==> src/rtl/coder_move_ctrl.sv <==
// Closed-loop point-to-point move sequencer driven by the encoder position count.
// Drive/status outputs are registered with the state; commands are taken only in IDLE.
module coder_move_ctrl #(
    parameter int unsigned CLK_DIV    = 80,
    parameter int unsigned SLOW_ZONE  = 100,
    parameter int unsigned WINDOW     = 2,
    parameter int unsigned SETTLE_US  = 5000,
    parameter int unsigned TIMEOUT_MS = 2000
) (
    input  logic        clk,
    input  logic        rst_n,
    input  logic        cmd_valid,
    output logic        cmd_ready,
    input  logic [15:0] cmd_target,
    input  logic        cmd_abort,
    input  logic [15:0] pco,
    output logic        drv_en,
    output logic        drv_dir,
    output logic        drv_fast,
    output logic        busy,
    output logic        done,
    output logic        err,
    output logic [1:0]  err_code,
    output logic [15:0] pos_err
);

    localparam int unsigned PW = (CLK_DIV > 1) ? $clog2(CLK_DIV) : 1;
    localparam int unsigned MW = $clog2(TIMEOUT_MS + 1);
    localparam int unsigned SW = $clog2(SETTLE_US + 1);

    localparam logic [PW-1:0] DIV_LAST = PW'(CLK_DIV - 1);
    localparam logic [9:0]    US_LAST  = 10'd999;
    localparam logic [MW-1:0] MS_LAST  = MW'(TIMEOUT_MS - 1);
    localparam logic [SW-1:0] SET_LAST = SW'(SETTLE_US - 1);
    localparam logic [16:0]   SLOW_LIM = 17'(SLOW_ZONE);
    localparam logic [16:0]   WIN_LIM  = 17'(WINDOW);

    typedef enum logic [2:0] {
        IDLE     = 3'd0,
        RUN_FAST = 3'd1,
        RUN_SLOW = 3'd2,
        SETTLE   = 3'd3,
        DONE     = 3'd4,
        FAULT    = 3'd5
    } state_t;

    state_t        state_q, state_d;
    logic [15:0]   target_q;
    logic [PW-1:0] pdiv_q, pdiv_d;
    logic [9:0]    us_in_ms_q, us_in_ms_d;
    logic [MW-1:0] ms_cnt_q, ms_cnt_d;
    logic [PW-1:0] sdiv_q, sdiv_d;
    logic [SW-1:0] sus_q, sus_d;
    logic          drv_en_q, drv_en_d;
    logic          drv_dir_q, drv_dir_d;
    logic          drv_fast_q, drv_fast_d;
    logic          done_q, err_q;
    logic [1:0]    err_code_q, err_code_d;
    logic [15:0]   pos_err_q;

    logic [15:0]   cur_diff, cmd_diff;
    logic [16:0]   cur_mag, cmd_mag;
    logic          accept, us_tick, ms_tick, ms_expire, settle_tick, settle_done, drive;

    // |d| in 17 bits so that 0x8000 reads as 32768 rather than wrapping negative.
    function automatic logic [16:0] mag(input logic [15:0] d);
        return d[15] ? (17'h10000 - {1'b0, d}) : {1'b0, d};
    endfunction

    function automatic logic ahead(input logic [15:0] d);
        return !d[15] && (d != 16'd0);
    endfunction

    assign cur_diff    = target_q - pco;
    assign cmd_diff    = cmd_target - pco;
    assign cur_mag     = mag(cur_diff);
    assign cmd_mag     = mag(cmd_diff);
    assign cmd_ready   = (state_q == IDLE);
    assign accept      = cmd_valid && cmd_ready && !cmd_abort;
    assign us_tick     = (state_q != IDLE) && (pdiv_q == DIV_LAST);
    assign ms_tick     = us_tick && (us_in_ms_q == US_LAST);
    assign ms_expire   = ms_tick && (ms_cnt_q == MS_LAST);
    assign settle_tick = (sdiv_q == DIV_LAST);
    assign settle_done = (state_q == SETTLE) && settle_tick && (sus_q == SET_LAST);

    always_comb begin
        state_d    = state_q;
        err_code_d = err_code_q;
        case (state_q)
            IDLE: begin
                if (accept) begin
                    err_code_d = 2'b00;
                    if (cmd_mag <= WIN_LIM)      state_d = DONE;
                    else if (cmd_mag > SLOW_LIM) state_d = RUN_FAST;
                    else                         state_d = RUN_SLOW;
                end
            end
            RUN_FAST, RUN_SLOW, SETTLE: begin
                if (cmd_abort) begin
                    state_d    = FAULT;
                    err_code_d = 2'b10;
                end else if (ms_expire) begin
                    state_d    = FAULT;
                    err_code_d = 2'b01;
                end else if (state_q == RUN_FAST) begin
                    // A sign flip against the committed direction means we overshot.
                    if ((cur_mag <= SLOW_LIM) || (ahead(cur_diff) != drv_dir_q))
                        state_d = RUN_SLOW;
                end else if (state_q == RUN_SLOW) begin
                    if (cur_mag <= WIN_LIM) state_d = SETTLE;
                end else begin
                    if (cur_mag > WIN_LIM) state_d = RUN_SLOW;
                    else if (settle_done)  state_d = DONE;
                end
            end
            default: state_d = IDLE;
        endcase

        drive      = (state_d == RUN_FAST) || (state_d == RUN_SLOW);
        drv_en_d   = drive;
        drv_fast_d = (state_d == RUN_FAST);
        drv_dir_d  = drv_dir_q;
        if (drive) drv_dir_d = (state_q == IDLE) ? ahead(cmd_diff) : ahead(cur_diff);
    end

    always_comb begin
        pdiv_d     = pdiv_q;
        us_in_ms_d = us_in_ms_q;
        ms_cnt_d   = ms_cnt_q;
        if (accept) begin
            pdiv_d     = '0;
            us_in_ms_d = '0;
            ms_cnt_d   = '0;
        end else if (state_q != IDLE) begin
            pdiv_d = us_tick ? '0 : pdiv_q + 1'b1;
            if (us_tick) us_in_ms_d = ms_tick ? '0 : us_in_ms_q + 1'b1;
            if (ms_tick) ms_cnt_d = ms_cnt_q + 1'b1;
        end

        // Settle timing has its own prescaler so the dwell is exact from SETTLE entry.
        sdiv_d = '0;
        sus_d  = '0;
        if ((state_q == SETTLE) && (state_d == SETTLE)) begin
            sdiv_d = settle_tick ? '0 : sdiv_q + 1'b1;
            sus_d  = settle_tick ? sus_q + 1'b1 : sus_q;
        end
    end

    always_ff @(posedge clk) begin
        if (!rst_n) begin
            state_q    <= IDLE;
            target_q   <= '0;
            pdiv_q     <= '0;
            us_in_ms_q <= '0;
            ms_cnt_q   <= '0;
            sdiv_q     <= '0;
            sus_q      <= '0;
            drv_en_q   <= 1'b0;
            drv_dir_q  <= 1'b0;
            drv_fast_q <= 1'b0;
            done_q     <= 1'b0;
            err_q      <= 1'b0;
            err_code_q <= 2'b00;
            pos_err_q  <= '0;
        end else begin
            state_q    <= state_d;
            if (accept) target_q <= cmd_target;
            pdiv_q     <= pdiv_d;
            us_in_ms_q <= us_in_ms_d;
            ms_cnt_q   <= ms_cnt_d;
            sdiv_q     <= sdiv_d;
            sus_q      <= sus_d;
            drv_en_q   <= drv_en_d;
            drv_dir_q  <= drv_dir_d;
            drv_fast_q <= drv_fast_d;
            done_q     <= (state_d == DONE);
            err_q      <= (state_d == FAULT);
            err_code_q <= err_code_d;
            pos_err_q  <= cur_diff;
        end
    end

    assign drv_en   = drv_en_q;
    assign drv_dir  = drv_dir_q;
    assign drv_fast = drv_fast_q;
    assign busy     = (state_q != IDLE);
    assign done     = done_q;
    assign err      = err_q;
    assign err_code = err_code_q;
    assign pos_err  = pos_err_q;

endmodule

==> config.mk <==
export PLATFORM = sky130hd
export DESIGN_NAME = coder_move_ctrl
export DESIGN_NICKNAME = d
export VERILOG_FILES = /design/src/rtl/coder_move_ctrl.sv
export SDC_FILE = /design/constraint.sdc
export NUM_CORES = 1
export LEC_CHECK = 0
export ABC_AREA = 1
export CORE_MARGIN = 2
export CORE_UTILIZATION = 25
export DETAILED_ROUTE_END_ITERATION = 7
export PLACE_DENSITY = 0.48
export SYNTH_ARGS = -nofsm -noshare
export SYNTH_HDL_FRONTEND = slang
export SYNTH_SLANG_ARGS = --single-unit
==> constraint.sdc <==
create_clock -name clk -period 4.6 [get_ports clk]
set_input_delay 0.92 -clock clk [delete_from_list [all_inputs] [get_ports clk]]
set_output_delay 0.92 -clock clk [all_outputs]
set_load 0.01 [all_outputs]
* Word level (Yosys, flattened, before mapping) *
Cells that the tools add are included.

storage, ports and cells
  word-level logic and storage cells = 94
  output and inout bits = 25
  bits of input ports = 36
  bits in registers = 90

cells by class
  equal/unequal tests = 16
  bitwise logic cells = 2
  reduce and logical (&&, ||, !) cells = 27
  mux-type cells = 21
  order comparisons = 5
  $add $sub $neg = 9

operator list
  operator                                                         count
  less-or-equal comparator 17 x 2 -> 1 bit, second input constant  2
  2-to-1 mux 17 bit                                                2
  subtractor 17 x 16 -> 17 bit, first input constant               2
  nonzero test 16 bit                                              2
  subtractor 16 bit                                                2
  2-to-1 mux 3 bit                                                 10
  greater-than comparator 17 x 2 -> 1 bit, second input constant   1
  greater-than comparator 17 x 7 -> 1 bit, second input constant   1
  less-or-equal comparator 17 x 7 -> 1 bit, second input constant  1
  adder 7 x 1 -> 7 bit, second input constant                      2
  == test 7 bit, second input constant                             2
  adder 13 x 1 -> 13 bit, second input constant                    1
  == test 13 bit, second input constant                            1
  == test 3 x 2 -> 1 bit, second input constant                    4
  adder 11 x 1 -> 11 bit, second input constant                    1
  == test 11 bit, second input constant                            1
  adder 10 x 1 -> 10 bit, second input constant                    1
  == test 10 bit, second input constant                            1
  logical AND 1 bit                                                10
  2-to-1 mux 10 bit                                                1
  2-to-1 mux 2 bit                                                 4
  2-to-1 mux 7 bit                                                 1
  == test 3 x 1 -> 1 bit, second input constant                    2
  == test 3 bit, second input constant                             2
  16 further kinds                                                 23

* Depth between registers and ports, before layout *
Gate-level depths: netlist (run 1).

  depth in word-level cells = 14
  gate-level depth with buffers = 31
  mapped depth without buffers = 31

* Worst setup path after synthesis (run 1) *
OpenSTA, ideal clock, no wires.

  path kind = input -> register
  from = input port pco[0]
  to = register sus_q[4]
  path buffers = 1
  library setup time = 0.066 ns
  cell stages on the path = 28
  path slack = 0.824 ns
  arrival time = 3.710 ns
  path through = ha_1 > inv_1 > fa_1 > inv_1 > ha_1 > inv_1 > a21oi_1 > nand3_1 > nor2_1 > nand2_1 > nor2_1 > nand3_1 > nand2_1 > nand2_1 > nand2_1 > inv_1 > nor2_1 > nand2_1 > nor2_1 > nand3_1 > nand3_2 > nand2_1 > nand2_2 > nand3_2 > nor2_2 > inv_2 > buf_6 > a21oi_2

between the ends
  longest elaborated chain between the ends = 13
  elaborated cells on any way between the ends = 30

ends and longest elaborated chain
  what                                                                   RTL line  RTL
  start: declaration                                                     16        input logic [15:0] pco,
  subtractor 16 bit *                                                    74        assign cur_diff = target_q - pco;
  net cur_diff[1]                                                        61        logic [15:0] cur_diff, cmd_diff;
  subtractor 17 x 16 -> 17 bit or nonzero test 16 bit (tied branches)    67, 71
  2-to-1 mux 17 bit or logical AND 1 bit (tied branches)                 67, 71
  greater-than comparator 17 x 2 -> 1 bit, or another cell as far along  112       if (cur_mag > WIN_LIM) state_d = RUN_SLOW;
  2-to-1 mux 3 bit, or another cell as far along                         112
  2-to-1 mux 3 bit (on tied branches)                                    109, 107
  2-to-1 mux 3 bit *                                                     105       end else if (state_q == RUN_FAST) begin
  2-to-1 mux 3 bit *                                                     102       end else if (ms_expire) begin
  2-to-1 mux 3 bit *                                                     99        if (cmd_abort) begin
  one-hot mux 3 bit (2 select lines) *                                   89        case (state_q)
  == test 3 x 2 -> 1 bit *                                               143       if ((state_q == SETTLE) && (state_d == SETTLE)) begin
  logical AND 1 bit *                                                    143
  AND reduction 2 bit (no line) *                                        n/a
  end signal: assignment                                                 172       sus_q <= sus_d;
  end: declaration                                                       53        logic [SW-1:0] sus_q, sus_d;

Mark *: on every way through the listed nets, which the timed path passes. The rest lies on a longest branch.
A chain may end at the register's enable or synchronous reset.

* Worst setup path after layout (run 1) *
  from = input port pco[0]
  to = register sus_q[2]

Same word-level chain as after synthesis.

==> results of run 1 <==
==> layer usage <==
metal / wire, um / up-vias
li1: - / 3693
met1: 9210 / 3037
met2: 8000 / 87
met3: 516 / 16
met4: 239 / 0
met5: 0 / -
==> layout make-up <==
cell class | instances | area (um^2) | share of cell area [%]
multi-input combinational | 823 | 4290 | 50.9
sequential | 90 | 1800 | 21.4
timing repair buffer | 106 | 958 | 11.4
inverter | 173 | 652 | 7.73
tap | 341 | 427 | 5.06
clock buffer | 9 | 225 | 2.67
clock inverter | 7 | 78.8 | 0.935
==> worst max path at each step <==
stage                              from   endpoint  depth (start not counted)
after floorplan                  pco[0]   sus_q[4]                         28
after global placement           pco[0]  sdiv_q[4]                         24
after detailed placement  cmd_target[0]  sdiv_q[4]                         25
after CTS                 cmd_target[0]  sdiv_q[4]                         25
after global routing             pco[0]   sus_q[2]                         30
final                            pco[0]   sus_q[2]                         25
==> critical path: cells and delay by family <==
family / cells / cell delay, ps
AO/OA/AOI/OAI: 2 / 320
AND/OR/NAND/NOR: 12 / 1260
adder cells (fa/ha/maj): 3 / 770
XOR/XNOR: 1 / 220
buffers and inverters: 7 / 1000
==> power breakdown <==
part	switching (mW)	internal [mW]
Combinational	0.522	0.347
Sequential	0.0158	0.815
Clock	0.372	0.387
Total	0.910	1.55
==> cell usage in the layout (no fill, tap or decap), types with 19 or more instances in the layout <==
cell | Yosys | layout
nand4_1 | 19 | 19
dfxtp_1 | 90 | 90
nor2_1 | 154 | 151
inv_1 | 165 | 165
nand2_1 | 289 | 288
a21oi_1 | 45 | 43
buf_4 | 2 | 45
clkdlybuf4s50_1 | 0 | 60
nand3_1 | 95 | 94
xor2_1 | 28 | 28
o21ai_0 | 41 | 41
ha_1 | 37 | 37
nor3_1 | 24 | 24
==> kinds of logic after synthesis <==
kind of cell | share of synthesized area (%)
AO/OA/AOI/OAI | 9.37
XOR/XNOR | 4.25
adder cells (fa/ha/maj) | 7.40
buffers and inverters | 10.8
flip-flops | 26.5
AND/OR/NAND/NOR | 41.7
==> synthesized netlist by cell type, types with 2 or more instances <==
library cell and instances:
or2_2 3, fa_1 2, o21bai_1 2, nand4_1 19, clkbuf_1 8, nor2_2 13, nand2_2 13, nor4_1 3
inv_2 6, nor3_1 24, a21oi_2 6, xor2_1 28, nand3_1 95, ha_1 37, buf_6 3, nor2_8 2
nand3_2 5, o21ai_0 41, nand2_1 289, nand3b_1 6, a21oi_1 45, nand2_4 3, xnor2_1 5, and2_1 2
inv_1 165, dfxtp_1 90, nor2_4 2, buf_4 2, nor2_1 154, a31oi_1 4, o21ai_1 5
==> flip-flops by register name (all words and copies together) (netlist names) <==
signal,cells
pdiv_q,7
sdiv_q,7
us_in_ms_q,10
done,1
drv_en,1
target_q,16
ms_cnt_q,11
sus_q,13
drv_dir,1
err,1
state_q,3
drv_fast,1
err_code,2
pos_err,16
==> metrics by stage <==
stage	util [%]	hold WS [ps]
2_1_floorplan	-	418
3_3_place_gp	30.2	429
3_5_place_dp	30.2	455
4_1_cts	31.4	468
5_1_grt	31.5	482
6_report	31.5	466
==> flow_summary.ini, run 1 <==
[logic_synthesis]
synth-warning-count = 0
syn_area_um2 = 6790
seq_total_area_yosys_pct = 26.5
syn-mean-instance-area_um2 = 6.18
synth_async_sr_flop_share_pct = 0
count_of_flip_flops_with_a_built_in_enable_after_synthesis = 0
synth.distinct_cells = 48
ys_top_cells_by_area = dfxtp_1 (27%), nand2_1 (16%), inv_1 (9.1%), nor2_1 (8.5%), nand3_1 (7.0%)
synth_largest_area_cell = dfxtp_1
syn_nets = 1174
ys_dominant_reg_cell = dfxtp_1
post_synth_inst_count = 1099
synth_seq_cells = 90
synth.top_cell.area_share_pct = 26.5

[floorplanning]
die_height_um = 169
die_area_um2 = 28500
placeableCoreArea_um2 = 26800
top_level_ports = 61
rows = 60
initial_utilization_pct = 25.4
die_x_um = 169

[clocking]
post_cts_buffers = 0
numClockSinks = 90
clock_tree.htree_level_count = 3
number_of_instances_resized_during_post_cts_repair = 0
root_buffer = clkbuf_16
clkSlewWorstSetupHoldPaths_ps = 70
holdBufCountCts = 0
clock_tree.buffer_depth = 2
clock_tree_from_tritoncts = yes
clock_latency_ps = 360
numCtsBuffers = 9

[layout]
finish.cell_count_without_fillers = 1549
final_design_area_no_fill_um2 = 8430
drive_above_1_share_pct = 10.8
final_nets = 1278
diodes = 0
syn_to_final_growth_pct = 24.1
fill_cells = 2967

[sta]
report.final.setup_viol = 0
min_period_over_period_pct = 91.7
tns_ps = 0
timing.fmax_mhz = 237
worst_slew_margin_rel_pct = 48.7
slew_viol_final = 0
timing.clock.skew_ps = 14.6
period_needed_ps = 4220
tightestPinTransition_ps = 760
setup_ws_ps = 380
hold_viol = 0

[setup_path]
critPathLaunchType = input port
worst-path-max-fanout = 13
regToRegStartpoint = target_q[0]
crit_path_arrival_time_ps = 4500
critical_path.slowest_cell = clkdlybuf4s50_1
timing.reg2reg.worst_path_depth = 25
worstSetupEndpointType = register
r2r-end = sus_q[2]
worstPathRequired_ps = 4880
timing.critical_path.slowest_cell_delay_ps = 460
reg2reg_setup_slack_ps = 1090
critPathKind = in -> reg

[power_and_ir_drop]
power_mw = 2.46
cellPowerDensity_nw_per_um2 = 292
irDropWorstVdd_v = 0.000213
leakage_nw = 4.00

[placement]
placement.cell_area_um2 = 8100
port-buffer-count = 60
detailedPlace.worstSlack_ps = -68.4
hpwlAfterDp_um = 14900
place.detailed.instances = 1533
routabilityCongestion = 0.821

[grt]
globalRouteTotalUtil_pct = 13.3
grt_max_degree = 24
grtUsageMet1_pct = 17.8
global_route.overflow_total = 0
grt_antenna_before_repair = 0
first_pass_grt_wire_length_um = 30900
grtUsageMet3_pct = 1.82
via_count_of_the_first_global_routing_pass = 6624
grt_util_met2_pct = 22.2
gr-max-usage-layer = met2

[hold_path]
hold_path.class = reg -> reg
worstHoldPathCells = 2
holdCritStartpoint = ms_cnt_q[10]
hold-path-endpoint = ms_cnt_q[10]

[drt]
drt_iter0_drc = 343
routed_wirelength_um = 18000
vias = 6833
routed_wire_length_per_instance_um = 11.6
ant_nets = 0
vias_per_cell = 4.41
drc = 0
dr.pass1.iters = 5

[run]
drv_cap = 0

[run_status]
outcome = finished clean
No activity file was read; power rests on OpenSTA's default activity.
==> run 2, diff against run 1 <==
- CORE_MARGIN: 2 -> not set
- DONT_BUFFER_PORTS: not set -> 1
- PLACE_DENSITY: 0.48 -> 0.45
==> flow_summary.ini, run 2 (synthesis results as in run 1) <==
[power_and_ir_drop]
power_frac_comb_pct = 30.1
leakage_nw = 3.55
internal_portion_of_total_power_mw = 1.48
power_mw = 2.36
clkPwrFrac_pct = 34.0
irDropWorstVdd_v = 0.000200
switching_share_pct = 37.3
cellPowerDensity_nw_per_um2 = 317
power_frac_seq_pct = 35.9
total_switching_power_mw = 0.882

[floorplanning]
placeableCoreArea_um2 = 26400
initial_utilization_pct = 25.8
top_level_ports = 61
rows = 59
die_area_um2 = 27800
die_height_um = 167
die_x_um = 167

[layout]
final_nets = 1173
final_common_cell = nand2_1
diodes = 0
finish.cell_count_without_fillers = 1438
multi_input_area_um2 = 4260
syn_to_final_growth_pct = 9.80
area_taken_by_flip_flops_and_latches_um2 = 1800
drive_above_1_share_pct = 7.07
final_cell_mix = nand2_1 (289), inv_1 (165), nor2_1 (154)
fill_cells = 2953

[grt]
first_pass_grt_wire_length_um = 31200
via_count_of_the_first_global_routing_pass = 6245
grt_antenna_before_repair = 0
globalRouteTotalUtil_pct = 13.9
grt_max_degree = 26
global_route.overflow_total = 0

[sta]
timing.fmax_mhz = 256
holdWs_ps = 457
tightestPinTransition_ps = 722
timing.clock.skew_ps = 13.3
hold_viol = 0
period_needed_ps = 3910
tns_ps = 0
rsz0062_at_grt = false
report.final.setup_viol = 0
worst_slew_margin_rel_pct = 51.8
min_period_over_period_pct = 85.0
slew_viol_final = 0

[drt]
routed_wirelength_um = 18400
drc = 0
routed_wire_length_per_instance_um = 12.8
ant_nets = 0
vias = 6470
drt_iter0_drc = 277
dr.pass1.iters = 6
vias_per_cell = 4.50

[setup_path]
worstSetupEndpointType = register
cpMostUsedCell = nand2_1
critical_path.slowest_cell = fa_1
critPathKind = in -> reg
worst-path-max-fanout = 4
critPathLaunchType = input port
worstPathRequired_ps = 4840
crit_path_arrival_time_ps = 4150
reg2reg_setup_slack_ps = 900
timing.critical_path.slowest_cell_delay_ps = 470

[clocking]
clock_tree_from_tritoncts = yes
numClockSinks = 90
post_cts_buffers = 0
holdBufCountCts = 0
root_buffer = clkbuf_16
clock_latency_ps = 360
clkSlewWorstSetupHoldPaths_ps = 80
clock_tree.htree_level_count = 3
numCtsBuffers = 9
clock_tree.buffer_depth = 2
number_of_instances_resized_during_post_cts_repair = 0

[hold_path]
hold_path.class = reg -> reg

[placement]
place.detailed.instances = 1422
port-buffer-count = 0
hpwlAfterDp_um = 15200
routabilityCongestion = 0.853

[run_status]
outcome = finished clean

[run]
drv_cap = 0
## run 2: final cells by class
class / instances / share of cell area (%)
inverters: 173 / 8.74
clock buffers: 9 / 3.02
well taps: 335 / 5.62
repair buffers: 1 / 0.101
flip-flops and latches: 90 / 24.2
multi-input cells: 823 / 57.1
clock inverters: 7 / 1.24
## run 2: worst paths after layout
kind / startpoint / end / cells past startpoint
hold reg to reg: pdiv_q[6] / pdiv_q[6] / 1
setup reg to reg: target_q[0] / drv_dir / 29
hold / removal: pdiv_q[6] / pdiv_q[6] / 1
setup / recovery: pco[0] / drv_dir / 28
## run 2: metrics by stage
stage                     instance area [um^2]  util, %  worst slack (ps)
after floorplan                           6790        -               824
after global placement                    7140     27.1               337
after detailed placement                  7140     27.1               319
after CTS                                 7460     28.3               687
after global routing                      7460     28.3               178
final                                     7460     28.3               692
## run 2: per-layer routing
layer  vias to the layer above  track usage (%)  routed length [um]
met4                         0             4.31                 280
li1                       3486                -                   -
met5                         -                0                   0
met2                        85             22.4                7970
met1                      2881             18.6                9530
met3                        18             2.66                 660
## run 2: power by group through the flow
| stage | logic, mW | clock network [mW] | registers (mW) |
|---|---|---|---|
| global placement | 0.717 | 0 | 0.867 |
| floorplan | 0.564 | 0 | 0.859 |
| finish | 0.711 | 0.802 | 0.848 |
| global route | 0.824 | 0.870 | 0.854 |
| CTS | 0.715 | 0.837 | 0.849 |
| detailed placement | 0.712 | 0 | 0.868 |
## run 2: critical path, delay by kind of cell
kind | cells | cell delay, ps
AO/OA/AOI/OAI | 2 | 350
AND/OR/NAND/NOR | 19 | 1780
buffers and inverters | 4 | 280
adder cells (fa/ha/maj) | 3 | 780
==> run 3, diff against run 2 <==
- PLACE_DENSITY: 0.45 -> 0.47
- clock period: 4.6 -> 3.3 ns (I/O delays scaled with it)
==> flow_summary.ini, run 3 (synthesis results as in run 1) <==
[setup_path]
timing.critical_path.slowest_cell_delay_ps = 470
timing.reg2reg.worst_path_depth = 27
logic_depth_of_the_worst_path_buffers_included = 27
worst-path-max-fanout = 7
cpMostUsedCell = nand3_2
crit_family = simple AND/OR/NAND/NOR gates
crit_path_arrival_time_ps = 3760
critical_path.slowest_cell = fa_1
critical_path_buf_inv_count = 5
critPathKind = reg -> reg
critPathLaunchType = register
worstSetupEndpointType = register
worstPathRequired_ps = 3590

[drt]
drt_iter0_drc = 299
ant_nets = 0
vias_per_cell = 4.33
routed_wire_length_per_instance_um = 11.5
routed_wirelength_um = 18400
vias = 6925
dr.pass1.iters = 4
drc = 0

[clocking]
clkSlewWorstSetupHoldPaths_ps = 70
numClockSinks = 90
clock_tree_from_tritoncts = yes
clock_tree.htree_level_count = 3
root_buffer = clkbuf_16
numCtsBuffers = 9
clock_latency_ps = 360
clock_tree.buffer_depth = 2

[layout]
diodes = 0
syn_to_final_growth_pct = 30.7
final_common_cell = nand2_1
finish.cell_count_without_fillers = 1601
final_nets = 1336
drive_above_1_share_pct = 22.5
final_cell_mix = nand2_1 (283), inv_1 (161), buf_4 (161)

[sta]
timing.fmax_mhz = 289
setup_ws_ps = -162
rsz0062_at_grt = true
tns_ps = -3200
min_period_over_period_pct = 105
hold_viol = 0
holdWs_ps = 419
slew_viol_final = 0
worst_slew_margin_rel_pct = 59.3
report.final.setup_viol = 26
timing.clock.skew_ps = 11.9
period_needed_ps = 3460
tightestPinTransition_ps = 605

[run_status]
violations = negative setup slack
outcome = complete, but fails checks

[power_and_ir_drop]
irDropWorstVdd_v = 0.000247
power_mw = 3.61
leakage_nw = 4.34
cellPowerDensity_nw_per_um2 = 407

[grt]
first_pass_grt_wire_length_um = 31000
via_count_of_the_first_global_routing_pass = 6506
grt_antenna_before_repair = 0
globalRouteTotalUtil_pct = 13.7
grt_max_degree = 23
global_route.overflow_total = 0

[floorplanning]
initial_utilization_pct = 25.8
die_area_um2 = 27800
placeableCoreArea_um2 = 26400
die_x_um = 167
die_height_um = 167
rows = 59
top_level_ports = 61

[hold_path]
hold_path.class = in -> reg
worstHoldPathCells = 2

[placement]
hpwlAfterDp_um = 15300
port-buffer-count = 0
place.detailed.instances = 1577
routabilityCongestion = 0.869

[run]
drv_cap = 0
run 3: stage by stage:
| stage | area [um^2] | worst slack (ps) | util, % |
|---|---|---|---|
| floorplan | 6820 | -116 | - |
| global placement | 8330 | -446 | 31.6 |
| detailed placement | 8330 | -531 | 31.6 |
| CTS | 8700 | -123 | 33.0 |
| global route | 8880 | -451 | 33.7 |
| finish | 8880 | -162 | 33.7 |
run 3: final cells by class:
cell class | count | area (um^2)
fill | 2870 | 17500
multi-input combinational | 823 | 4450
sequential | 90 | 1800
timing repair buffer | 164 | 1240
inverter | 173 | 662
tap | 335 | 419
clock buffer | 9 | 225
clock inverter | 7 | 78.8
run 3: worst paths after layout:
kind                    start    endpoint  slack (ps)
hold reg to reg     pdiv_q[6]   pdiv_q[6]         450
setup reg to reg  target_q[0]   sdiv_q[4]        -160
setup / recovery  target_q[0]   sdiv_q[4]        -160
hold / removal          rst_n  pos_err[1]         420
run 3: power breakdown:
| part | internal, mW | leakage [nW] | switching [mW] |
|---|---|---|---|
| combinational | 0.628 | 3.46 | 0.749 |
| clock | 0.539 | 0.148 | 0.515 |
| sequential | 1.14 | 0.734 | 0.0449 |
| total | 2.30 | 4.34 | 1.31 |
run 3: per-layer routing:
layer | vias up | GRT usage, % | share of wire, %
li1 | 3822 | - | -
met1 | 3011 | 18.3 | 52
met2 | 77 | 22.3 | 44
met3 | 15 | 2.09 | 2.8
met4 | 0 | 4.43 | 1.7
met5 | - | 0 | 0
run 3: repair_timing:
action / 4_1_cts / 5_1_grt
hold endpoints to repair: 0 / 0
gates cloned: 0 / 0
setup buffers: 3 / 5
gates resized for setup: 13 / 39
pin swaps: 0 / 21
hold buffers: 0 / 0
endpoints found under the setup margin: 26 / 28
